<file path="config.mk">
export PLATFORM = sky130hd
export DESIGN_NAME = fp32_multiplier
export DESIGN_NICKNAME = d
export VERILOG_FILES = /design/src/rtl/fp_pkg.sv /design/src/rtl/fp_round_norm.sv /design/src/rtl/fp32_multiplier.sv
export SDC_FILE = /design/constraint.sdc
export NUM_CORES = 2
export LEC_CHECK = 0
export ABC_AREA = 1
export BUFFER_PORTS_ARGS = -buffer_cell sky130_fd_sc_hd__clkbuf_2
export CORE_MARGIN = 2
export CORE_UTILIZATION = 43
export DETAILED_ROUTE_END_ITERATION = 16
export PLACE_DENSITY = 0.7
export SETUP_SLACK_MARGIN = 0.5
export SLEW_MARGIN = 20
export SYNTH_ARGS = -nofsm -noshare
export SYNTH_HDL_FRONTEND = slang
export SYNTH_SLANG_ARGS = --single-unit
</file>
<file path="constraint.sdc">
create_clock -name clk -period 10.9 [get_ports clk]
set_clock_uncertainty 0.15 [all_clocks]
set_input_delay 0.545 -clock clk [delete_from_list [all_inputs] [get_ports clk]]
set_output_delay 0.545 -clock clk [all_outputs]
set_load 0.05 [all_outputs]
</file>
<file path="src/rtl/fp_pkg.sv">
// Shared floating-point types and constants.
// Used by the MUL unit and its round/normalize helper.
package fp_pkg;

  typedef enum logic [2:0] {
    ERR_NONE      = 3'd0,
    ERR_OVERFLOW  = 3'd1,
    ERR_UNDERFLOW = 3'd2,
    ERR_INVALID   = 3'd3
  } o_err_t;

  localparam logic [31:0] QNAN = 32'h7FC00000;
  localparam int EXP_BIAS = 127;
  localparam int EXP_BITS = 8;
  localparam int SIG_BITS = 23;

  typedef enum logic [2:0] {
    ST_GET,
    ST_UNPACK,
    ST_SPECIAL,
    ST_MULT,
    ST_NORM,
    ST_ROUND,
    ST_PUT
  } state_t;

  typedef struct packed {
    logic                s;
    logic [EXP_BITS-1:0] e;
    logic [SIG_BITS:0]   m;
    logic                emax;
  } fp_unp_t;

  // Subnormals get the minimum exponent and no hidden bit.
  function automatic fp_unp_t unpack(input logic [31:0] x);
    fp_unp_t u;
    logic    nz;
    nz     = |x[30:23];
    u.s    = x[31];
    u.e    = nz ? x[30:23] : 8'd1;
    u.m    = {nz, x[22:0]};
    u.emax = &x[30:23];
    return u;
  endfunction

endpackage

</file>
<file path="src/rtl/fp_round_norm.sv">
// Leading-zero normalize, denormalize and
// round-to-nearest-even for a 48-bit significand.
module fp_round_norm
  import fp_pkg::*;
(
  input  logic               sign_i,
  input  logic signed [10:0] exp_i,
  input  logic [47:0]        mant_i,
  output logic [31:0]        res_o,
  output logic               ovf_o,
  output logic               unf_o
);

  logic [5:0]         lz;
  logic [47:0]        norm;
  logic signed [10:0] e1;
  logic signed [10:0] ef;
  logic [10:0]        sh;
  logic [5:0]         shc;
  logic [95:0]        ext;
  logic [23:0]        sig;
  logic [23:0]        sig_r;
  logic               g;
  logic               r;
  logic               s;
  logic               up;
  logic               inexact;
  logic [24:0]        sum;

  // mant_i has weight 2^(exp_i-bias) at bit 46
  always_comb begin
    lz = 6'd0;
    for (int i = 0; i < 48; i++)
      if (mant_i[i]) lz = 6'(47 - i);
    norm = mant_i << lz;
    e1 = exp_i + 11'sd1 - $signed(11'(lz));
    sh = 11'd0;
    ef = e1;
    if (e1 < 11'sd1) begin
      sh = 11'(11'sd1 - e1);
      ef = 11'sd1;
    end
    shc = (sh > 11'd50) ? 6'd50 : sh[5:0];
    ext = {norm, 48'd0} >> shc;
    sig = ext[95:72];
    g = ext[71];
    r = ext[70];
    s = |ext[69:0];
    inexact = g | r | s;
    up = g & (r | s | sig[0]);
    sum = {1'b0, sig} + 25'(up);
    sig_r = sum[23:0];
    if (sum[24]) begin
      sig_r = sum[24:1];
      ef = ef + 11'sd1;
    end
    ovf_o = ef > 11'sd254;
    unf_o = ~sig_r[SIG_BITS] & inexact;
    if (ovf_o)
      res_o = {sign_i, 8'hFF, 23'd0};
    else
      res_o = {sign_i,
               sig_r[23] ? ef[7:0] : 8'd0,
               sig_r[22:0]};
  end

endmodule

</file>
<file path="src/rtl/fp32_multiplier.sv">
// IEEE-754 single-precision MUL unit with
// strobe/ack handshakes and fixed latency.
module fp32_multiplier
  import fp_pkg::*;
(
  input  logic        clk,
  input  logic        reset_n,
  input  logic [31:0] in_A,
  input  logic        strb_A,
  output logic        in_A_ack,
  input  logic [31:0] in_B,
  input  logic        strb_B,
  output logic        in_B_ack,
  output logic [31:0] output_prod,
  output logic        output_prod_stb,
  input  logic        out_prod_ack,
  output o_err_t      err_o
);

  state_t             state_q, state_d;
  logic [31:0]        a_q, a_d, b_q, b_d;
  logic               a_held_q, a_held_d;
  logic               b_held_q, b_held_d;
  logic               a_ack_q, a_ack_d;
  logic               b_ack_q, b_ack_d;
  fp_unp_t            ua_q, ua_d, ub_q, ub_d;
  logic               spec_q, spec_d;
  logic [31:0]        spec_res_q, spec_res_d;
  o_err_t             spec_err_q, spec_err_d;
  logic               sign_q, sign_d;
  logic signed [10:0] exp_q, exp_d;
  logic [47:0]        prod_q, prod_d;
  logic [31:0]        rn_res_q, rn_res_d;
  o_err_t             rn_err_q, rn_err_d;
  logic [31:0]        out_q, out_d;
  o_err_t             err_q, err_d;
  logic               stb_q, stb_d;

  logic [31:0]        rn_res;
  logic               rn_ovf;
  logic               rn_unf;
  logic               nan_a, nan_b;
  logic               inf_a, inf_b;
  logic               zero_a, zero_b;
  logic               sgn;

  fp_round_norm u_rn (
    .sign_i (sign_q),
    .exp_i  (exp_q),
    .mant_i (prod_q),
    .res_o  (rn_res),
    .ovf_o  (rn_ovf),
    .unf_o  (rn_unf)
  );

  // operand classes for the special-case stage
  always_comb begin
    nan_a  = ua_q.emax & |ua_q.m[22:0];
    nan_b  = ub_q.emax & |ub_q.m[22:0];
    inf_a  = ua_q.emax & ~|ua_q.m[22:0];
    inf_b  = ub_q.emax & ~|ub_q.m[22:0];
    zero_a = ~|ua_q.m;
    zero_b = ~|ub_q.m;
    sgn    = ua_q.s ^ ub_q.s;
  end

  // FSM next state and datapath stage updates
  always_comb begin
    state_d    = state_q;
    a_d        = a_q;
    b_d        = b_q;
    a_held_d   = a_held_q;
    b_held_d   = b_held_q;
    a_ack_d    = 1'b0;
    b_ack_d    = 1'b0;
    ua_d       = ua_q;
    ub_d       = ub_q;
    spec_d     = spec_q;
    spec_res_d = spec_res_q;
    spec_err_d = spec_err_q;
    sign_d     = sign_q;
    exp_d      = exp_q;
    prod_d     = prod_q;
    rn_res_d   = rn_res_q;
    rn_err_d   = rn_err_q;
    out_d      = out_q;
    err_d      = err_q;
    stb_d      = stb_q;
    unique case (state_q)
      ST_GET: begin
        if (strb_A && !a_held_q) begin
          a_d      = in_A;
          a_held_d = 1'b1;
          a_ack_d  = 1'b1;
        end
        if (strb_B && !b_held_q) begin
          b_d      = in_B;
          b_held_d = 1'b1;
          b_ack_d  = 1'b1;
        end
        if (a_held_q && b_held_q)
          state_d = ST_UNPACK;
      end
      ST_UNPACK: begin
        ua_d    = unpack(a_q);
        ub_d    = unpack(b_q);
        state_d = ST_SPECIAL;
      end
      ST_SPECIAL: begin
        spec_d     = 1'b1;
        spec_err_d = ERR_NONE;
        spec_res_d = {sgn, 31'd0};
        if (nan_a || nan_b ||
            (inf_a && zero_b) ||
            (zero_a && inf_b)) begin
          spec_res_d = QNAN;
          spec_err_d = ERR_INVALID;
        end else if (inf_a || inf_b)
          spec_res_d = {sgn, 8'hFF, 23'd0};
        else if (!(zero_a || zero_b))
          spec_d = 1'b0;
        state_d = ST_MULT;
      end
      ST_MULT: begin
        prod_d  = 48'(ua_q.m) * 48'(ub_q.m);
        exp_d   = $signed({3'd0, ua_q.e})
                + $signed({3'd0, ub_q.e})
                - $signed(11'(EXP_BIAS));
        sign_d  = sgn;
        state_d = ST_NORM;
      end
      ST_NORM: begin
        rn_res_d = rn_res;
        rn_err_d = rn_ovf ? ERR_OVERFLOW :
                   rn_unf ? ERR_UNDERFLOW :
                            ERR_NONE;
        state_d  = ST_ROUND;
      end
      ST_ROUND: begin
        out_d   = spec_q ? spec_res_q : rn_res_q;
        err_d   = spec_q ? spec_err_q : rn_err_q;
        stb_d   = 1'b1;
        state_d = ST_PUT;
      end
      ST_PUT: begin
        if (out_prod_ack) begin
          stb_d    = 1'b0;
          a_held_d = 1'b0;
          b_held_d = 1'b0;
          state_d  = ST_GET;
        end
      end
      default: state_d = ST_GET;
    endcase
  end

  // state and pipeline registers
  always_ff @(posedge clk or negedge reset_n) begin
    if (!reset_n) begin
      state_q    <= ST_GET;
      a_q        <= '0;
      b_q        <= '0;
      a_held_q   <= 1'b0;
      b_held_q   <= 1'b0;
      a_ack_q    <= 1'b0;
      b_ack_q    <= 1'b0;
      ua_q       <= '0;
      ub_q       <= '0;
      spec_q     <= 1'b0;
      spec_res_q <= '0;
      spec_err_q <= ERR_NONE;
      sign_q     <= 1'b0;
      exp_q      <= '0;
      prod_q     <= '0;
      rn_res_q   <= '0;
      rn_err_q   <= ERR_NONE;
      out_q      <= '0;
      err_q      <= ERR_NONE;
      stb_q      <= 1'b0;
    end else begin
      state_q    <= state_d;
      a_q        <= a_d;
      b_q        <= b_d;
      a_held_q   <= a_held_d;
      b_held_q   <= b_held_d;
      a_ack_q    <= a_ack_d;
      b_ack_q    <= b_ack_d;
      ua_q       <= ua_d;
      ub_q       <= ub_d;
      spec_q     <= spec_d;
      spec_res_q <= spec_res_d;
      spec_err_q <= spec_err_d;
      sign_q     <= sign_d;
      exp_q      <= exp_d;
      prod_q     <= prod_d;
      rn_res_q   <= rn_res_d;
      rn_err_q   <= rn_err_d;
      out_q      <= out_d;
      err_q      <= err_d;
      stb_q      <= stb_d;
    end
  end

  assign in_A_ack        = a_ack_q;
  assign in_B_ack        = b_ack_q;
  assign output_prod     = out_q;
  assign output_prod_stb = stb_q;
  assign err_o           = err_q;

endmodule

</file>
After elaboration in Yosys (flattened, before gate mapping)
Cells that the tools add are included.
{"block": "classes", "magnitude_cmp": 3, "n_bitwise": 12, "n_eq_ne": 10, "n_addsub": 7, "n_reduce_logical": 34, "shift": 2, "multipliers": 1, "div": 0, "muxes": 80}
{"operator": "two-way mux 6 bit", "count": 49}
{"operator": "right shift 96 x 6 -> 96 bit", "count": 1}
{"operator": "OR reduction 70 bit", "count": 1}
{"operator": "two-way mux 32 bit", "count": 2}
{"operator": "two-way mux 31 bit", "count": 2}
{"operator": "multiplier 24 x 24 -> 48 bit", "count": 1}
{"operator": "OR reduction 24 bit", "count": 2}
{"operator": "<< shifter 48 x 6 -> 48 bit", "count": 1}
{"operator": "OR reduction 23 bit", "count": 2}
{"operator": "two-way mux 11 bit", "count": 3}
{"operator": "adder 24 x 1 -> 25 bit", "count": 1}
{"operator": "two-way mux 24 bit", "count": 1}
{"operator": "two-way mux 8 bit", "count": 3}
{"operator": "adder 11 x 2 -> 11 bit, second input constant", "count": 2}
{"operator": "one-hot mux 3 bit (7 select lines)", "count": 1}
{"operator": "AND reduction 8 bit", "count": 2}
{"operator": "OR reduction 8 bit", "count": 2}
{"operator": "> comparator 11 x 6 -> 1 bit, second input constant", "count": 1}
{"operator": "> comparator 11 x 9 -> 1 bit, second input constant", "count": 1}
{"operator": "< comparator 11 x 2 -> 1 bit, second input constant", "count": 1}
{"operator": "subtractor 11 x 7 -> 11 bit", "count": 1}
{"operator": "subtractor 2 x 11 -> 11 bit, first input constant", "count": 1}
{"operator": "two-way mux 1 bit", "count": 10}
{"operator": "subtractor 9 x 7 -> 10 bit, second input constant", "count": 1}
{"operator": "19 further kinds", "count": 57}
{"block": "totals", "latch_bits": 0, "mem_bits_rw": 0, "regBits": 306, "n_memories": 0, "input_bits": 69, "romBits": 0}

Longest topological paths before layout
{"block": "logic_depth", "depth_word": 64, "mapped_depth": 96, "depth_no_buf": 92}

Hierarchy
From an unflattened synthesis, not the netlist that was laid out.
{"block": "unflattened", "cells_unflattened": 6065, "area_unflattened_um2": 40571.4}
{"module": "fp32_multiplier", "seq_area_each_um2": 6781.5, "cells_each": 4112, "area_each_um2": 31420.1, "n_inst": 1}
{"module": "fp_round_norm", "seq_area_each_um2": 0.0, "cells_each": 1953, "area_each_um2": 9151.3, "n_inst": 1}

Least setup slack after synthesis
OpenSTA, ideal clock, no wires.
{"block": "synth_timing", "path_kind": "register to register", "startpoint": "register prod_q[2]", "endpoint": "register rn_res_q[0]", "synth_period_minus_slack_ns": 8.507, "required_time_ns": 10.632, "setup_slack_ns": 2.393, "t_arrival_ns": 8.238, "path_stages_with_launch": 89, "path_cell_list": "dfrtp_1 > inv_1 > nand2_1 > nand2_1 > nand2_1 > nand2_1 > nand2_1 > nand2_1 > nand2_1 > nand2_1 > nand2_1 > nand2_1 > nand2_1 > nand2_1 > nand2_1 > nand2_1 > nand2_1 > nand2_1 > (+53 left out) > nand3_1 > nand3_1 > o21ai_0 > nand2_1 > nor2_4 > ha_1 > nand3_1 > nor2_1 > nand4_4 > buf_6 > nor2_2 > xor2_1 > nor2_1 > nand2_2 > nand2_4 > buf_6 > nand3_1 > nand2_1"}
{"block": "synth_between", "elab_chain_len": 60, "word_cells_on_any_way": 65, "classes_between": "add/sub: 4; order compare: 3; shift: 2; mux: 52; bitwise: 3; reduce/logical: 1"}
{"item": "from (decl)", "line_no": "fp32_multiplier.sv:32", "text": "logic [47:0] prod_q, prod_d;"}
{"item": "from (signal assigned)", "line_no": "fp32_multiplier.sv:195", "text": "prod_q <= prod_d;"}
{"item": "two-way mux 6 bit (46 in series)", "line_no": "fp_round_norm.sv:34", "text": "if (mant_i[i]) lz = 6'(47 - i);"}
{"item": "subtractor 11 x 7 -> 11 bit", "line_no": "fp_round_norm.sv:36", "text": "e1 = exp_i + 11'sd1 - $signed(11'(lz));"}
{"item": "subtractor 2 x 11 -> 11 bit or < comparator 11 x 2 -> 1 bit (tied branches)", "line_no": "fp_round_norm.sv:40, fp_round_norm.sv:39"}
{"item": "two-way mux 11 bit", "line_no": "fp_round_norm.sv:39", "text": "if (e1 < 11'sd1) begin"}
{"item": "> comparator 11 x 6 -> 1 bit", "line_no": "fp_round_norm.sv:43", "text": "shc = (sh > 11'd50) ? 6'd50 : sh[5:0];"}
{"item": "two-way mux 6 bit", "line_no": "fp_round_norm.sv:43"}
{"item": "right shift 96 x 6 -> 96 bit", "line_no": "fp_round_norm.sv:44", "text": "ext = {norm, 48'd0} >> shc;"}
{"item": "OR reduction 70 bit", "line_no": "fp_round_norm.sv:48", "text": "s = |ext[69:0];"}
{"item": "OR 1 bit (2 in series)", "line_no": "fp_round_norm.sv:50", "text": "up = g & (r | s | sig[0]);"}
{"item": "AND 1 bit", "line_no": "fp_round_norm.sv:50"}
{"item": "adder 24 x 1 -> 25 bit", "line_no": "fp_round_norm.sv:51", "text": "sum = {1'b0, sig} + 25'(up);"}
{"item": "two-way mux 11 bit", "line_no": "fp_round_norm.sv:53", "text": "if (sum[24]) begin"}
{"item": "> comparator 11 x 9 -> 1 bit", "line_no": "fp_round_norm.sv:57", "text": "ovf_o = ef > 11'sd254;"}
{"item": "two-way mux 31 bit (*)", "line_no": "fp_round_norm.sv:59", "text": "if (ovf_o)"}
{"item": "to (signal assigned)", "line_no": "fp32_multiplier.sv:196", "text": "rn_res_q <= rn_res_d;"}
{"item": "to (decl)", "line_no": "fp32_multiplier.sv:33", "text": "logic [31:0] rn_res_q, rn_res_d;"}
Every way passes the cells marked *; elsewhere a longest branch is shown, timed or not.
A chain may end at the register's enable or synchronous reset.

Worst setup path in the final report
{"block": "layout_timing", "startpoint": "register ua_q[6] (netlist bit)", "endpoint": "register prod_q[46]"}
{"block": "layout_between", "elab_chain_len": 1}
{"item": "from (decl)", "line_no": "fp32_multiplier.sv:26", "text": "fp_unp_t ua_q, ua_d, ub_q, ub_d;"}
{"item": "from (signal assigned)", "line_no": "fp32_multiplier.sv:188", "text": "ua_q <= ua_d;"}
{"item": "multiplier 24 x 24 -> 48 bit", "line_no": "fp32_multiplier.sv:125", "text": "prod_d = 48'(ua_q.m) * 48'(ub_q.m);"}
Every way passes these cells.

==> results_dict.tcl <==
set metrics [dict create \
    path_delay_family "adder cells" \
    syn-instance-count 5214 \
    slowest_stage "dfrtp_1" \
    hold_class "input port to register" \
    slowest_delay_ps 960 \
    htreeDepth 1 \
    insertion_delay_ps 600 \
    grt_max_degree 107 \
    critPathKind "register to register" \
    setup-violations-final 0 \
    drive_gt1_share_pct 6.10 \
    max_freq_mhz 103 \
    start_util_pct 43.3 \
    layout.nets 5921 \
    dieArea_mm2 0.0895 \
    firstDrtPassIters 7 \
    clock-root-buffer "clkbuf_16" \
    synth_top_flop_cell "dfrtp_1" \
    wl_per_cell_um 17.0 \
    io-pin-count 107 \
    synth_area_mm2 0.0374 \
    cp.required_ps 11180 \
    min_period_ps 9660 \
    placement_rows 108 \
    cp.arrival_ps 9950 \
    avgSynthCellArea_um2 7.18 \
    yosysWarnings 0 \
    grt_usage_pct 24.1 \
    cts_tree "built" \
    finalMaxSlewViolations 0 \
    tightest_slew_ps 950 \
    die_x_um 299 \
    antenna_found_initial 0 \
    synth_top_area_share_pct 25.9 \
    drt_iter0_markers 2903 \
    async_reset_ff_share_pct 100 \
    antenna_cells 0 \
    wl_um 108000 \
    synth_enable_flop_cells 0 \
    layout_common_cells "nand2_1 (1532), inv_1 (937), nand3_1 (701), fa_1 (484), dfrtp_1 (271)" \
    hpwl_um 83700 \
    fill_cells 8708 \
    cap_violations 0 \
    synth_top_area_cell "fa_1" \
    crit_fanout 19 \
    synthTopCellsByArea "fa_1 (26%), dfrtp_1 (18%), nand2_1 (15%)" \
    crit_top_cell "inv_1" \
    cts_buffers 29 \
    num_vias 33900 \
    rsz0062_at_grt "no" \
    max-slew-margin-rel_pct 36.7 \
    cp-start-kind "register" \
    place_congestion 0.947 \
    fp.coreArea_mm2 0.0865 \
    synth_cell_types 49 \
    viasPerCell 5.35 \
    cp.buffers_inverters 8 \
    area_growth_syn_to_layout_pct 7.42 \
    cp-end-kind "register" \
    clkTransAtPathRegs_ps 70 \
    seq_area_frac_synth_pct 18.1 \
    outcome "finished clean" \
    antenna_left 0 \
    grt-ovfl-total 0 \
    clock-sinks 271 \
    grt_pass1_vias 33200 \
    grt_first_pass_wirelength_um 176000 \
    placement.io_buffers 105 \
    setup-tns-final_ps 0 \
    remaining_drc_errors 0 \
    ys_ff_latch 271 \
    layout.cells.most_common "nand2_1" \
    synthesis.nets 5974 \
    fin_crit_sh_pct 88.7 \
    die_h_um 299 \
    clock_path_buffers 3 \
    hold_violations 0 \
]
[final timing paths]
| check | startpoint | to | slack [ps] | depth (start not counted) |
|---|---|---|---|---|
| setup / recovery | ua_q[6] | prod_q[46] | 1240 | 46 |
| hold / removal | in_A[4] | a_q[4] | 20 | 3 |
| setup reg to reg | ua_q[6] | prod_q[46] | 1240 | 46 |
| hold reg to reg | output_prod[8] | output_prod[8] | 330 | 2 |
| max in group asynchronous | reset_n | b_q[8] | 8180 | 4 |
| min in group asynchronous | reset_n | output_prod[12] | 430 | 2 |
[flip-flops by register name, indices dropped and copies added, names as in the netlist]
register / flops
prod_q: 48
ub_q: 34
state_q: 3
a_q: 32
output_prod: 32
exp_q: 10
in_B_ack: 1
b_held_q: 1
output_prod_stb: 1
rn_err_q: 2
a_held_q: 1
rn_res_q: 32
spec_res_q: 2
spec_err_q: 1
ua_q: 34
spec_q: 1
err_o: 2
in_A_ack: 1
sign_q: 1
b_q: 32
[cell usage after synthesis (all sizes together) (18+ instances only)]
| cell type | n |
|---|---|
| fa | 484 |
| a21oi | 75 |
| ha | 207 |
| nor2 | 154 |
| nor3 | 25 |
| o21a | 18 |
| nor4 | 29 |
| dfrtp | 271 |
| nand3 | 705 |
| o21ai | 254 |
| xnor2 | 29 |
| buf | 64 |
| nand4 | 50 |
| clkbuf | 241 |
| xor2 | 49 |
| nand2 | 1541 |
| inv | 950 |
[cell families (layout without fill, tap and decap cells)]
logic type | count (synthesis) | in the layout | share of synthesized area, %
buffers and inverters | 1262 | 1230 | 12.9
adders and majority gates | 691 | 691 | 32.8
xor gates and xnor gates | 78 | 78 | 1.82
DFF | 271 | 271 | 18.1
and+or+nand+nor | 2521 | 2522 | 28.7
AOI/OAI and AO/OA | 390 | 390 | 5.63
other | 1 | 1 | 0.0100
[tightest hold or removal path: stages]
cell	delay [ps]
clkbuf_2	80
nand2_1	40
o21ai_0	60
[stage by stage]
stage	instances	setup WS [ps]	hold slack [ps]	instance area, um^2	util [%]
floorplan	5214	2390	99.4	37400	-
global placement	6261	1320	307	38900	45.0
detailed placement	6261	1220	309	38900	45.0
CTS	6327	1150	0.0585	40100	46.4
global route	6338	443	19.3	40200	46.5
finish	6338	1240	19.7	40200	46.5
[area by class of cell]
cell class	instances	area, um^2	area share, %
clock buffers	36	792	1.97
inverters	957	3600	8.94
clock inverters	17	256	0.638
multi-input cells	3682	25900	64.4
flip-flops and latches	271	6780	16.9
well taps	1155	1450	3.59
repair buffers	220	1440	3.58
[repair_timing]
item | in CTS | in global routing
hold endpoints to repair | 116 | 0
setup buffers | 0 | 10
hold buffers | 13 | 0
setup endpoints to repair | 0 | 35
resized for setup | 0 | 15
[per-layer routing]
layer,vias to the layer above,wire (um),track usage (%)
met5,-,0,0
met4,0,3250,6.64
met3,206,7620,2.80
met2,1380,49500,39.0
met1,16400,47600,34.2
li1,15900,-,-
Power is not shown: default switching activity piles up to over one toggle a cycle in this logic, so the estimate is an artifact.
